`src/rtl/serial_decoder_pkg.sv`:
```
// Shared types and defaults for the serial-to-parallel frame decoder.
package serial_decoder_pkg;

  localparam int unsigned WIDTH_DEF     = 8;
  localparam int unsigned LSB_FIRST_DEF = 1;

  typedef enum logic {
    HUNT  = 1'b0,
    SHIFT = 1'b1
  } state_e;

  // Counter width able to hold 0..w.
  function automatic int unsigned cnt_width(input int unsigned w);
    return $clog2(w + 1);
  endfunction

endpackage

```
`src/rtl/decoder_bit_counter.sv`:
```
// Frame bit index counter: load-to-1 on frame start, clear, increment, terminal at WIDTH-1.
module decoder_bit_counter
  import serial_decoder_pkg::*;
#(
  parameter int unsigned WIDTH = WIDTH_DEF,
  localparam int unsigned CW   = cnt_width(WIDTH)
) (
  input  logic          clock,
  input  logic          reset_n,
  input  logic          load_i,
  input  logic          clear_i,
  input  logic          inc_i,
  output logic [CW-1:0] count_o,
  output logic          term_c
);

  logic [CW-1:0] count_q;
  logic [CW-1:0] count_d;

  always_comb begin
    count_d = count_q;
    if (load_i) begin
      count_d = CW'(1);
    end else if (clear_i) begin
      count_d = '0;
    end else if (inc_i) begin
      count_d = count_q + CW'(1);
    end
  end

  always_ff @(posedge clock or negedge reset_n) begin
    if (!reset_n) begin
      count_q <= '0;
    end else begin
      count_q <= count_d;
    end
  end

  assign count_o = count_q;
  assign term_c  = (count_q == CW'(WIDTH - 1));

endmodule

```
`src/rtl/serial_decoder.sv`:
```
// Deserializer: assembles strobed serial bits into WIDTH-bit words on a valid/ready output.
module serial_decoder
  import serial_decoder_pkg::*;
#(
  parameter int unsigned WIDTH     = WIDTH_DEF,
  parameter int unsigned LSB_FIRST = LSB_FIRST_DEF
) (
  input  logic             clock,
  input  logic             reset_n,
  input  logic             serial_in,
  input  logic             serial_valid,
  input  logic             frame_start,
  input  logic             out_ready,
  input  logic             clear_overrun,
  output logic [WIDTH-1:0] parallel_out,
  output logic             out_valid,
  output logic             overrun,
  output logic             busy
);

  localparam int unsigned CW = cnt_width(WIDTH);

  state_e           state_q, state_d;
  logic [WIDTH-1:0] shift_q, shift_d;
  logic [WIDTH-1:0] out_q, out_d;
  logic             out_valid_q, out_valid_d;
  logic             overrun_q, overrun_d;
  logic             busy_q, busy_d;

  logic [CW-1:0]    count;
  logic             term;
  logic             cnt_load, cnt_clear, cnt_inc;
  logic             start, complete;
  logic [CW-1:0]    bit_idx, pos;
  logic [WIDTH-1:0] mask, base, word;

  decoder_bit_counter #(
    .WIDTH (WIDTH)
  ) u_bit_counter (
    .clock   (clock),
    .reset_n (reset_n),
    .load_i  (cnt_load),
    .clear_i (cnt_clear),
    .inc_i   (cnt_inc),
    .count_o (count),
    .term_c  (term)
  );

  // Next-state, assembly, handshake and overrun logic.
  always_comb begin
    state_d     = state_q;
    shift_d     = shift_q;
    out_d       = out_q;
    out_valid_d = out_valid_q;
    overrun_d   = overrun_q;
    cnt_load    = 1'b0;
    cnt_clear   = 1'b0;
    cnt_inc     = 1'b0;
    complete    = 1'b0;

    start   = serial_valid && frame_start;
    bit_idx = start ? '0 : count;
    pos     = (LSB_FIRST != 0) ? bit_idx : CW'(WIDTH - 1) - bit_idx;
    mask    = WIDTH'(1) << pos;
    base    = start ? '0 : shift_q;
    word    = serial_in ? (base | mask) : (base & ~mask);

    unique case (state_q)
      HUNT: begin
        if (start) begin
          shift_d  = word;
          cnt_load = 1'b1;
          state_d  = SHIFT;
        end
      end
      SHIFT: begin
        // A frame_start always resyncs, even on what would be the final bit.
        if (start) begin
          shift_d  = word;
          cnt_load = 1'b1;
        end else if (serial_valid) begin
          if (term) begin
            complete  = 1'b1;
            shift_d   = '0;
            cnt_clear = 1'b1;
            state_d   = HUNT;
          end else begin
            shift_d = word;
            cnt_inc = 1'b1;
          end
        end
      end
      default: state_d = HUNT;
    endcase

    if (clear_overrun) begin
      overrun_d = 1'b0;
    end

    // A stalled pending word wins over a new completion; the new word is dropped.
    if (complete) begin
      if (out_valid_q && !out_ready) begin
        overrun_d = 1'b1;
      end else begin
        out_d       = word;
        out_valid_d = 1'b1;
      end
    end else if (out_valid_q && out_ready) begin
      out_valid_d = 1'b0;
    end

    busy_d = (state_d == SHIFT);
  end

  always_ff @(posedge clock or negedge reset_n) begin
    if (!reset_n) begin
      state_q     <= HUNT;
      shift_q     <= '0;
      out_q       <= '0;
      out_valid_q <= 1'b0;
      overrun_q   <= 1'b0;
      busy_q      <= 1'b0;
    end else begin
      state_q     <= state_d;
      shift_q     <= shift_d;
      out_q       <= out_d;
      out_valid_q <= out_valid_d;
      overrun_q   <= overrun_d;
      busy_q      <= busy_d;
    end
  end

  assign parallel_out = out_q;
  assign out_valid    = out_valid_q;
  assign overrun      = overrun_q;
  assign busy         = busy_q;

endmodule

```
`config.mk`:
```
export PLATFORM = sky130hd
export DESIGN_NAME = serial_decoder
export DESIGN_NICKNAME = d
export VERILOG_FILES = /design/src/rtl/serial_decoder_pkg.sv /design/src/rtl/decoder_bit_counter.sv /design/src/rtl/serial_decoder.sv
export SDC_FILE = /design/constraint.sdc
export NUM_CORES = 1
export LEC_CHECK = 0
export ABC_CLOCK_PERIOD_IN_PS = 2150
export BUFFER_PORTS_ARGS = -buffer_cell sky130_fd_sc_hd__buf_2
export CORE_AREA = 4 4 69 71
export DETAILED_ROUTE_END_ITERATION = 8
export DIE_AREA = 0 0 73 75
export GPL_TIMING_DRIVEN = 0
export SYNTH_ARGS = -nofsm -noshare
export SYNTH_HDL_FRONTEND = slang
export SYNTH_SLANG_ARGS = --single-unit
```
`constraint.sdc`:
```
create_clock -name clock -period 2.15 [get_ports clock]
set_clock_uncertainty 0.15 [all_clocks]
set_input_delay 0.3225 -clock clock [delete_from_list [all_inputs] [get_ports clock]]
set_output_delay 0.3225 -clock clock [all_outputs]
set_load 0.01 [all_outputs]
```
; ---- Word level (Yosys, flattened, before mapping)
; Index checks and enable logic that the tools add are counted.
[op_classes]
add_sub_neg = 1
n_eq_ne = 4
n_shift = 1
muxes = 29
bitwise_logic = 5
n_reduce_logical = 9
[op_table]
columns = operator, count
row1 = $mux W8, 6
row2 = $mux W1, 17
row3 = $mux W4, 4
row4 = $pmux W8 S2, 1
row5 = $and A8 B8 Y8, 1
row6 = $not A8 Y8, 1
row7 = $or A8 B8 Y8, 1
row8 = $shl A1 B4 Y8 const A, 1
row9 = $reduce_and A2 Y1, 3
row10 = $add A4 B1 Y4 const B, 1
row11 = $eq A4 B3 Y1 const B, 1
row12 = $ne A2 B2 Y1 const B, 2
row13 = $logic_and A1 B1 Y1, 3
row14 = $ne A3 B2 Y1 const B, 1
row15 = $reduce_bool A3 Y1, 1
row16 = $not A1 Y1, 2
row17 = $pmux W1 S2, 1
row18 = $reduce_bool A2 Y1, 1
row19 = $logic_not A1 Y1, 1
[totals]
ff_bits = 23
out_inout_bits = 11
word_cells = 55

; ---- Longest topological paths before layout
; Gate-level depths: netlist (run 1).
[depth]
depth_word = 10
depth_mapped = 5

; ---- Hierarchy
; Synthesis (run 1) repeated with hierarchy kept, for this count alone.
[hier_totals]
cells_unflattened = 126
area_unflattened_um2 = 1327.5
[modules_own_cells]
columns = mod, instances, cells_each, area_per_inst_um2, seq_area_each_um2
row1 = serial_decoder, 1, 107, 1118.6, 475.5
row2 = decoder_bit_counter, 1, 19, 209.0, 100.1

; ---- Worst setup path after synthesis (run 1)
; Ideal clock, no wire load.
[synth_timing]
kind = reg2reg
start = register u_bit_counter.count_q[0] (netlist: u_bit_counter.count_o[0])
end = register out_q[0] (netlist: parallel_out[0])
setup_time_ns = 0.125
t_arrival_ns = 1.564
slack_ns = 0.311
stages_incl_launch_ff = 5
path_cell_list = dfrtp_1 > ha_1 > nand3b_2 > nor4b_4 > mux2_2
[synth_via]
elab_chain_cells = 6
word_cells_on_any_way = 12
cone_classes = eq/ne (1) / shift (1) / mux (6) / bitwise (3) / reduce/logical (1)
[synth_lines]
columns = item, line
row1 = "start, declared", decoder_bit_counter.sv:17  ; logic [CW-1:0] count_q;
row2 = "start signal, assigned", decoder_bit_counter.sv:35  ; count_q <= count_d;
row3 = $eq A4 B3 Y1, decoder_bit_counter.sv:40  ; assign term_c = (count_q == CW'(WIDTH - 1));
row4 = $mux W1, serial_decoder.sv:82  ; if (term) begin
row5 = $mux W1, serial_decoder.sv:81  ; end else if (serial_valid) begin
row6 = $mux W1, serial_decoder.sv:78  ; if (start) begin
row7 = $mux W1, serial_decoder.sv:68  ; unique case (state_q)
row8 = $reduce_and A2 Y1 (no line), n/a
row9 = "end signal, assigned", serial_decoder.sv:126  ; out_q <= out_d;
row10 = "end, declared", serial_decoder.sv:25  ; logic [WIDTH-1:0] out_q, out_d;
; Several ways; a longest one is shown, not always the timed one.
; A chain may end at the register's enable or synchronous reset.

; ---- Final worst setup path (run 1)
[layout_timing]
start = register u_bit_counter.count_q[2] (netlist: u_bit_counter.count_o[2])
end = register out_q[2] (netlist: parallel_out[2])
; The elaborated chain is that of the path after synthesis.

==> flow_metrics.env, run 1 <==
export IMPL_startpoint_type="flip-flop"
export IMPL_synthAdderAreaFrac=0.00929
export IMPL_min_to="overrun"
export IMPL_yosys_warnings=0
export IMPL_r2r_start="u_bit_counter.count_o[2]"
export IMPL_clk_pin_slew_worst_paths_ns=0.09
export IMPL_grt_overflow_total=0
export IMPL_synth_cell_area_um2=1350
export IMPL_final_cells=206
export IMPL_die_y_um=75
export IMPL_slew_viol_final=0
export IMPL_dp_hpwl_um=2250
export IMPL_endpoint_kind="flip-flop"
export IMPL_core_area_um2=4230
export IMPL_crit_arrival_ns=2.00
export IMPL_design_die_area_um2=5480
export IMPL_gr_usage_all_layers=0.119
export IMPL_clock_sinks=23
export IMPL_cts_tree="built"
export IMPL_dp_cells=199
export IMPL_drive_gt1_frac=0.299
export IMPL_slowest_delay_ns=0.47
export IMPL_syn_to_final_growth_pct=16.2
export IMPL_synth_simple_gate_area_frac=0.222
export IMPL_place_congestion=0.796
export IMPL_root_buffer="clkbuf_8"
export IMPL_rsz0062_at_grt="no"
export IMPL_via_count=1129
export IMPL_required_ns=2.15
export IMPL_clk_latency_ns=0.26
export IMPL_synthMuxAreaShare=0.125
export IMPL_setup_viol=0
export IMPL_min_delay_start="clear_overrun"
export IMPL_synth_xor_area_frac=0
export IMPL_h_tree_depth=1
export IMPL_relSlewSlack=0.648
export IMPL_ant_nets=0
export IMPL_hold_class="input port to flip-flop"
export IMPL_cts_buffer_depth=2
export IMPL_tightest_slew_ns=0.523
export IMPL_antenna_found_initial=0
export IMPL_grt_pass1_vias=1130
export IMPL_worstRegToRegCells=4
export IMPL_antennaDiodeCount=0
export IMPL_drtPass1Iterations=5
export IMPL_synth_compound_area_frac=0.152
export IMPL_drt_iter0_drc=36
export IMPL_ys_ff_latch=23
export IMPL_cts_buffers=3
export IMPL_ir_drop_uv=465
export IMPL_grt_pass1_wl_um=5070
export IMPL_ys_seq_area_frac=0.428
export IMPL_r2r_slack_ns=0.14
export IMPL_via_per_inst=5.48
export IMPL_synthCells=131
export IMPL_crit_type="flip-flop to flip-flop"
export IMPL_p_per_area_nw_per_um2=824
export IMPL_cp_slowest_cell="dfrtp_1"
export IMPL_wire_per_inst_um=14.7
export IMPL_final_core_util=0.369
export IMPL_period_needed_ns=2.01
export IMPL_r2r_end="parallel_out[2]"
export IMPL_num_rows=24
export IMPL_fmax_mhz=498
export IMPL_syn_nets=139
export IMPL_grt_max_degree=24
export IMPL_cp_cell_sequence="buf_2 > nor4b_1 > mux2_2 > mux2_2"
export IMPL_numPortBuffers=16
export IMPL_post_route_period_util=0.933
export IMPL_drc_errors=0
export IMPL_hold_depth=2
export IMPL_synth_top_family_by_area="simple AND/OR/NAND/NOR gates"
export IMPL_ios=18
export IMPL_wirelength_um=3030
export IMPL_netlist_cell_type_count=41
export IMPL_nets=163
export IMPL_hold_violations=0
export IMPL_drv_cap=0
export IMPL_leakagePower_nw=0.739
export IMPL_cp_common_cell="mux2_2"
export IMPL_status="finished, final reports clean"
export IMPL_post_synth_cell_area_avg_um2=10.3
export IMPL_die_w_um=73
export IMPL_cp_max_fo=10
export IMPL_start_util=0.318
## layer usage
metal	global-route usage	vias to the layer above	wire (µm)
met5	0	-	0
met2	0.210	25	1510
met1	0.145	557	1370
met3	0.0174	4	90
li1	-	543	-
met4	0.0512	0	70
## area by class of cell
cell class,count,area (µm²)
fillers,426,2670
flip-flops and latches,23,577
repair buffers,19,105
multi-input cells,87,686
inverters,11,41.3
clock inverters,1,5.00
plain buffers,10,43.8
clock buffers,3,41.3
well taps,52,65.1
## synthesized netlist by cell type
master / count / area share
o2bb2ai_1: 1 / 0.0065
dfrtp_1: 23 / 0.43
and3b_1: 1 / 0.0065
ha_1: 1 / 0.0093
nor2b_1: 2 / 0.0093
o21ai_0: 6 / 0.022
clkbuf_1: 4 / 0.011
a41oi_1: 1 / 0.0065
o221ai_1: 4 / 0.026
a22o_1: 1 / 0.0065
a31oi_1: 1 / 0.0046
a32oi_1: 2 / 0.013
nand4_1: 3 / 0.014
a2bb2oi_1: 1 / 0.0065
nand3b_2: 1 / 0.0084
o211a_1: 1 / 0.0074
o22ai_1: 3 / 0.014
or3_1: 1 / 0.0046
inv_1: 11 / 0.031
or4_1: 1 / 0.0056
a211o_1: 1 / 0.0065
nand2b_1: 3 / 0.014
and4bb_2: 1 / 0.0093
nand4b_1: 2 / 0.013
mux2_2: 15 / 0.13
and3_1: 2 / 0.0093
o2111ai_1: 2 / 0.013
and4_1: 1 / 0.0065
o32ai_1: 1 / 0.0065
nand2_1: 12 / 0.033
a21oi_1: 2 / 0.0074
nor4bb_1: 3 / 0.022
and2_1: 1 / 0.0046
nand3_1: 3 / 0.011
buf_1: 1 / 0.0028
nor4b_4: 1 / 0.018
and4b_1: 1 / 0.0074
nor4b_1: 3 / 0.020
buf_2: 5 / 0.019
nand3b_1: 1 / 0.0056
a211oi_1: 1 / 0.0056
## report_power, final
| part | switching (mW) | internal (mW) | total [mW] |
|---|---|---|---|
| sequential | 0.0751 | 0.506 | 0.581 |
| combinational | 0.228 | 0.212 | 0.441 |
| clock | 0.138 | 0.129 | 0.267 |
## registers in the layout, indices dropped and copies added, names as in the netlist
name and cells:
out_valid 1, parallel_out 8, shift_q 8, u_bit_counter.count_o 4
overrun 1, busy 1
## metrics by stage
| step | setup TNS [ns] | setup WS [ns] | instance area, µm² | hold slack [ns] | total power [mW] |
|---|---|---|---|---|---|
| after global placement | -0.262 | -0.0347 | 1490 | 0.176 | 1.01 |
| after global routing | 0 | 0.0399 | 1560 | 0.0688 | 1.38 |
| after floorplan | 0 | 0.311 | 1350 | -0.123 | 0.904 |
| after CTS | 0 | 0.0846 | 1560 | 0.0748 | 1.30 |
| after detailed placement | -0.672 | -0.0967 | 1490 | 0.176 | 1.03 |
| final | 0 | 0.143 | 1560 | 0.0815 | 1.29 |
## cells in the final DEF, fill, tap and decap left out, types with 2 or more instances in the layout
| cell type | count |
|---|---|
| a32oi_1 | 2 |
| clkbuf_1 | 4 |
| buf_4 | 2 |
| nand4b_1 | 2 |
| clkbuf_8 | 3 |
| o21ai_0 | 6 |
| o2111ai_1 | 2 |
| nand2b_1 | 3 |
| nand3_1 | 3 |
| a21oi_1 | 2 |
| o22ai_1 | 3 |
| nor4b_1 | 3 |
| and3_1 | 2 |
| nand2_1 | 12 |
| nand4_1 | 3 |
| o221ai_1 | 4 |
| nor4bb_1 | 3 |
| inv_1 | 11 |
| dfrtp_1 | 22 |
| nor2b_1 | 2 |
| buf_2 | 21 |
| mux2_2 | 15 |
## cell families (layout without fill, tap and decap cells)
kind of cell	after synthesis	after routing
AOI/OAI and AO/OA	28	28
adders and majority gates	1	1
buffers and inverters	21	44
DFF	23	23
muxes	15	15
and+or+nand+nor	43	43
## worst max path at each step
stage                                         from  cells past startpoint               to
after global placement    u_bit_counter.count_o[0]                      4  parallel_out[5]
after global routing      u_bit_counter.count_o[2]                      4  parallel_out[2]
after detailed placement  u_bit_counter.count_o[0]                      4  parallel_out[4]
after CTS                 u_bit_counter.count_o[0]                      5  parallel_out[6]
final                     u_bit_counter.count_o[2]                      4  parallel_out[2]
after floorplan           u_bit_counter.count_o[0]                      4  parallel_out[0]
## critical path, delay by kind of cell (launching register included)
family	cells	cell delay (ns)
DFF	1	0.47
muxes	2	0.63
buffers and inverters	1	0.21
and+or+nand+nor	1	0.43
## what timing repair did
item,in CTS,in global routing
setup endpoints to repair,8,6
buffers inserted,2,0
hold endpoints to repair,23,0
pin swaps,1,0
resized for setup,0,1
hold buffers,1,0
(Power assumes the default switching activity.)
==> run 2: changes to the inputs <==
--- a/config.mk
+++ b/config.mk
@@ -5,12 +5,14 @@
 export SDC_FILE = /design/constraint.sdc
 export NUM_CORES = 1
 export LEC_CHECK = 0
+export ABC_AREA = 1
 export ABC_CLOCK_PERIOD_IN_PS = 2150
 export BUFFER_PORTS_ARGS = -buffer_cell sky130_fd_sc_hd__buf_2
-export CORE_AREA = 4 4 69 71
+export CORE_AREA = 4 4 67 69
 export DETAILED_ROUTE_END_ITERATION = 8
-export DIE_AREA = 0 0 73 75
+export DIE_AREA = 0 0 71 73
 export GPL_TIMING_DRIVEN = 0
 export SYNTH_ARGS = -nofsm -noshare
 export SYNTH_HDL_FRONTEND = slang
 export SYNTH_SLANG_ARGS = --single-unit
+export TNS_END_PERCENT = 50
==> run 2 against run 1 <==
  * Die area is 5.3% lower
  * Sequential power shrank 5.7%
  * Critical endpoint is now parallel_out[3]
  * Flip-flop and latch count unchanged
  * Cell count up 11%
  * Register-to-register slack improved by 0.39 ns
  * Total power is 15% lower
  * Final area shrank 7.6%
  * Clock power is essentially flat
  * Utilization barely moved
  * Setup slack improved by 0.39 ns
==> flow_metrics.env, run 2 <==
export IMPL_tightest_slew_ns=0.528
export IMPL_crit_type="flip-flop to flip-flop"
export IMPL_clk_latency_ns=0.27
export IMPL_routed_top_layer="met4"
export IMPL_drtPass1Iterations=4
export IMPL_dr_wl_met3_um=70
export IMPL_seqPwrFrac=0.502
export IMPL_grt_max_degree=24
export IMPL_drv_cap=0
export IMPL_rsz0062_at_grt="no"
export IMPL_yosys_warnings=0
export IMPL_wl_met1_um=1250
export IMPL_gr_usage_all_layers=0.115
export IMPL_crit_arrival_ns=1.62
export IMPL_synth_cell_area_um2=1240
export IMPL_drc_errors=0
export IMPL_place_congestion=0.803
export IMPL_design_die_area_um2=5180
export IMPL_root_buffer="clkbuf_8"
export IMPL_final_fill_count=425
export IMPL_synth_edf_count=0
export IMPL_leakagePower_nw=0.788
export IMPL_p_sw_mw=0.361
export IMPL_h_tree_depth=1
export IMPL_clk_pin_slew_worst_paths_ns=0.08
export IMPL_start_util=0.317
export IMPL_layout_commonest_cell="nand2_1"
export IMPL_post_synth_cell_area_avg_um2=7.91
export IMPL_cp_max_fo=9
export IMPL_yosysMostFrequentCell="nand2_1"
export IMPL_ctsResizeCount=0
export IMPL_required_ns=2.16
export IMPL_synthCells=157
export IMPL_grt_pass1_wl_um=4790
export IMPL_via_count=1050
export IMPL_drive_gt1_frac=0.184
export IMPL_core_area_um2=3910
export IMPL_dp_hpwl_um=1940
export IMPL_grt_overflow_total=0
export IMPL_final_area_um2=1450
export IMPL_hold_violations=0
export IMPL_worstRegToRegCells=8
export IMPL_die_w_um=71
export IMPL_r2r_slack_ns=0.53
export IMPL_status="finished, final reports clean"
export IMPL_wire_per_inst_um=11.3
export IMPL_p_per_area_nw_per_um2=755
export IMPL_antenna_found_initial=0
export IMPL_synth_ff_type="dfrtp_1"
export IMPL_intPower_mw=0.731
export IMPL_via_per_inst=4.59
export IMPL_num_rows=23
export IMPL_p_sw_frac=0.330
export IMPL_power_mw=1.09
export IMPL_ios=18
export IMPL_post_dp_cell_area_um2=1390
export IMPL_fmax_mhz=618
export IMPL_setup_viol=0
export IMPL_nets=188
export IMPL_post_route_period_util=0.752
export IMPL_synthArstFlopShare=1.00
export IMPL_grt_pass1_vias=1089
export IMPL_slew_viol_final=0
export IMPL_startpoint_type="flip-flop"
export IMPL_numPortBuffers=17
export IMPL_final_cell_mix="nand2_1 (59), nand3_1 (24), dfrtp_1 (23), buf_2 (17), inv_1 (14)"
export IMPL_multiInputGateArea_um2=581
export IMPL_hold_class="input port to flip-flop"
export IMPL_antennaDiodeCount=0
export IMPL_period_needed_ns=1.62
export IMPL_cts_buffer_depth=2
export IMPL_clkPwrFrac=0.247
export IMPL_cts_buffers=3
export IMPL_ant_nets=0
export IMPL_ys_top_cells_by_area="dfrtp_1 (46%), nand2_1 (18%), nand3_1 (9.7%)"
export IMPL_ys_ff_latch=23
export IMPL_endpoint_kind="flip-flop"
export IMPL_drt_iter0_drc=53
export IMPL_netlist_cell_type_count=20
export IMPL_clock_sinks=23
export IMPL_final_core_util=0.369
export IMPL_timing_setup_tns_ns=0
export IMPL_synth_top_cell_area_share=0.464
export IMPL_yosysTopAreaCell="dfrtp_1"
export IMPL_die_y_um=73
export IMPL_regArea_um2=576
export IMPL_wirelength_um=2580
export IMPL_syn_to_final_growth_pct=16.4
export IMPL_hold_depth=2
export IMPL_wl_met2_um=1230
export IMPL_ys_seq_area_frac=0.464
export IMPL_relSlewSlack=0.648
export IMPL_ys_top_cells_by_count="nand2_1 (59), nand3_1 (24), dfrtp_1 (23), inv_1 (14), nor2_1 (8)"
export IMPL_pwr_share_comb=0.251
export IMPL_cts_tree="built"
export IMPL_ir_drop_uv=280
export IMPL_syn_nets=165
[run 2: cell types whose count changed after synthesis, moves of 3 or more]
cell	before	now
nand2_1	12	59
nand3_1	3	24
mux2_2	15	0
nor2_1	0	8
buf_2	5	0
clkbuf_1	4	0
o221ai_1	4	0
inv_1	11	14
nand2b_1	3	0
nor4b_1	3	0
nor4bb_1	3	0
[run 2: per-stage QoR]
stage	hold WS, ns	setup slack (ns)	cells
after global placement	0.183	0.532	224
after floorplan	-0.123	0.700	157
final	0.0786	0.533	229
after detailed placement	0.187	0.530	224
after CTS	0.0788	0.515	229
after global routing	0.105	0.369	229
[run 2: logic make-up (layout without fill, tap and decap cells)]
group	Yosys count	count (layout)	synth area share
flops	23	23	0.464
buf+inv	18	40	0.0685
compound gates	12	12	0.0635
simple gates	103	103	0.394
fa+ha+maj	1	1	0.0101
[run 2: critical path: stages (launching register included)]
cell     delay [ns]
dfrtp_1        0.43
ha_1           0.21
nand2_2        0.10
nor2_8         0.14
nand2_4        0.09
nor2_8         0.16
inv_4          0.08
nand2_1        0.06
nand2_1        0.05
[run 2: layout make-up]
class / instances / share of cell area
inverters: 16 / 0.0433
clock inverters: 1 / 0.00346
multi-input cells: 116 / 0.402
repair buffers: 18 / 0.0658
well taps: 50 / 0.0433
flip-flops and latches: 23 / 0.398
plain buffers: 2 / 0.0156
clock buffers: 3 / 0.0286
[run 2: timing repair]
action,4_1_cts,5_1_grt
setup buffers,0,0
hold buffers,1,0
hold endpoints to repair,23,0
[run 2: worst paths after layout]
kind | startpoint | end
setup / recovery | u_bit_counter.count_o[1] | parallel_out[3]
hold / removal | clear_overrun | overrun
setup reg to reg | u_bit_counter.count_o[1] | parallel_out[3]
hold reg to reg | parallel_out[7] | parallel_out[7]
max in group asynchronous | reset_n | parallel_out[2]
min in group asynchronous | reset_n | u_bit_counter.count_o[2]
[run 2: power by group through the flow]
stage / registers [mW] / clock network [mW] / logic, mW
5_1_grt: 0.561 / 0.293 / 0.329
3_5_place_dp: 0.557 / 0 / 0.276
4_1_cts: 0.548 / 0.281 / 0.278
2_1_floorplan: 0.557 / 0 / 0.198
6_report: 0.548 / 0.270 / 0.274
3_3_place_gp: 0.556 / 0 / 0.272
[run 2: per-layer routing]
metal  track usage  vias to the layer above
met4        0.0397                        0
met5             0                        -
met2         0.189                       12
met1         0.150                      477
li1              -                      553
met3        0.0234                        8
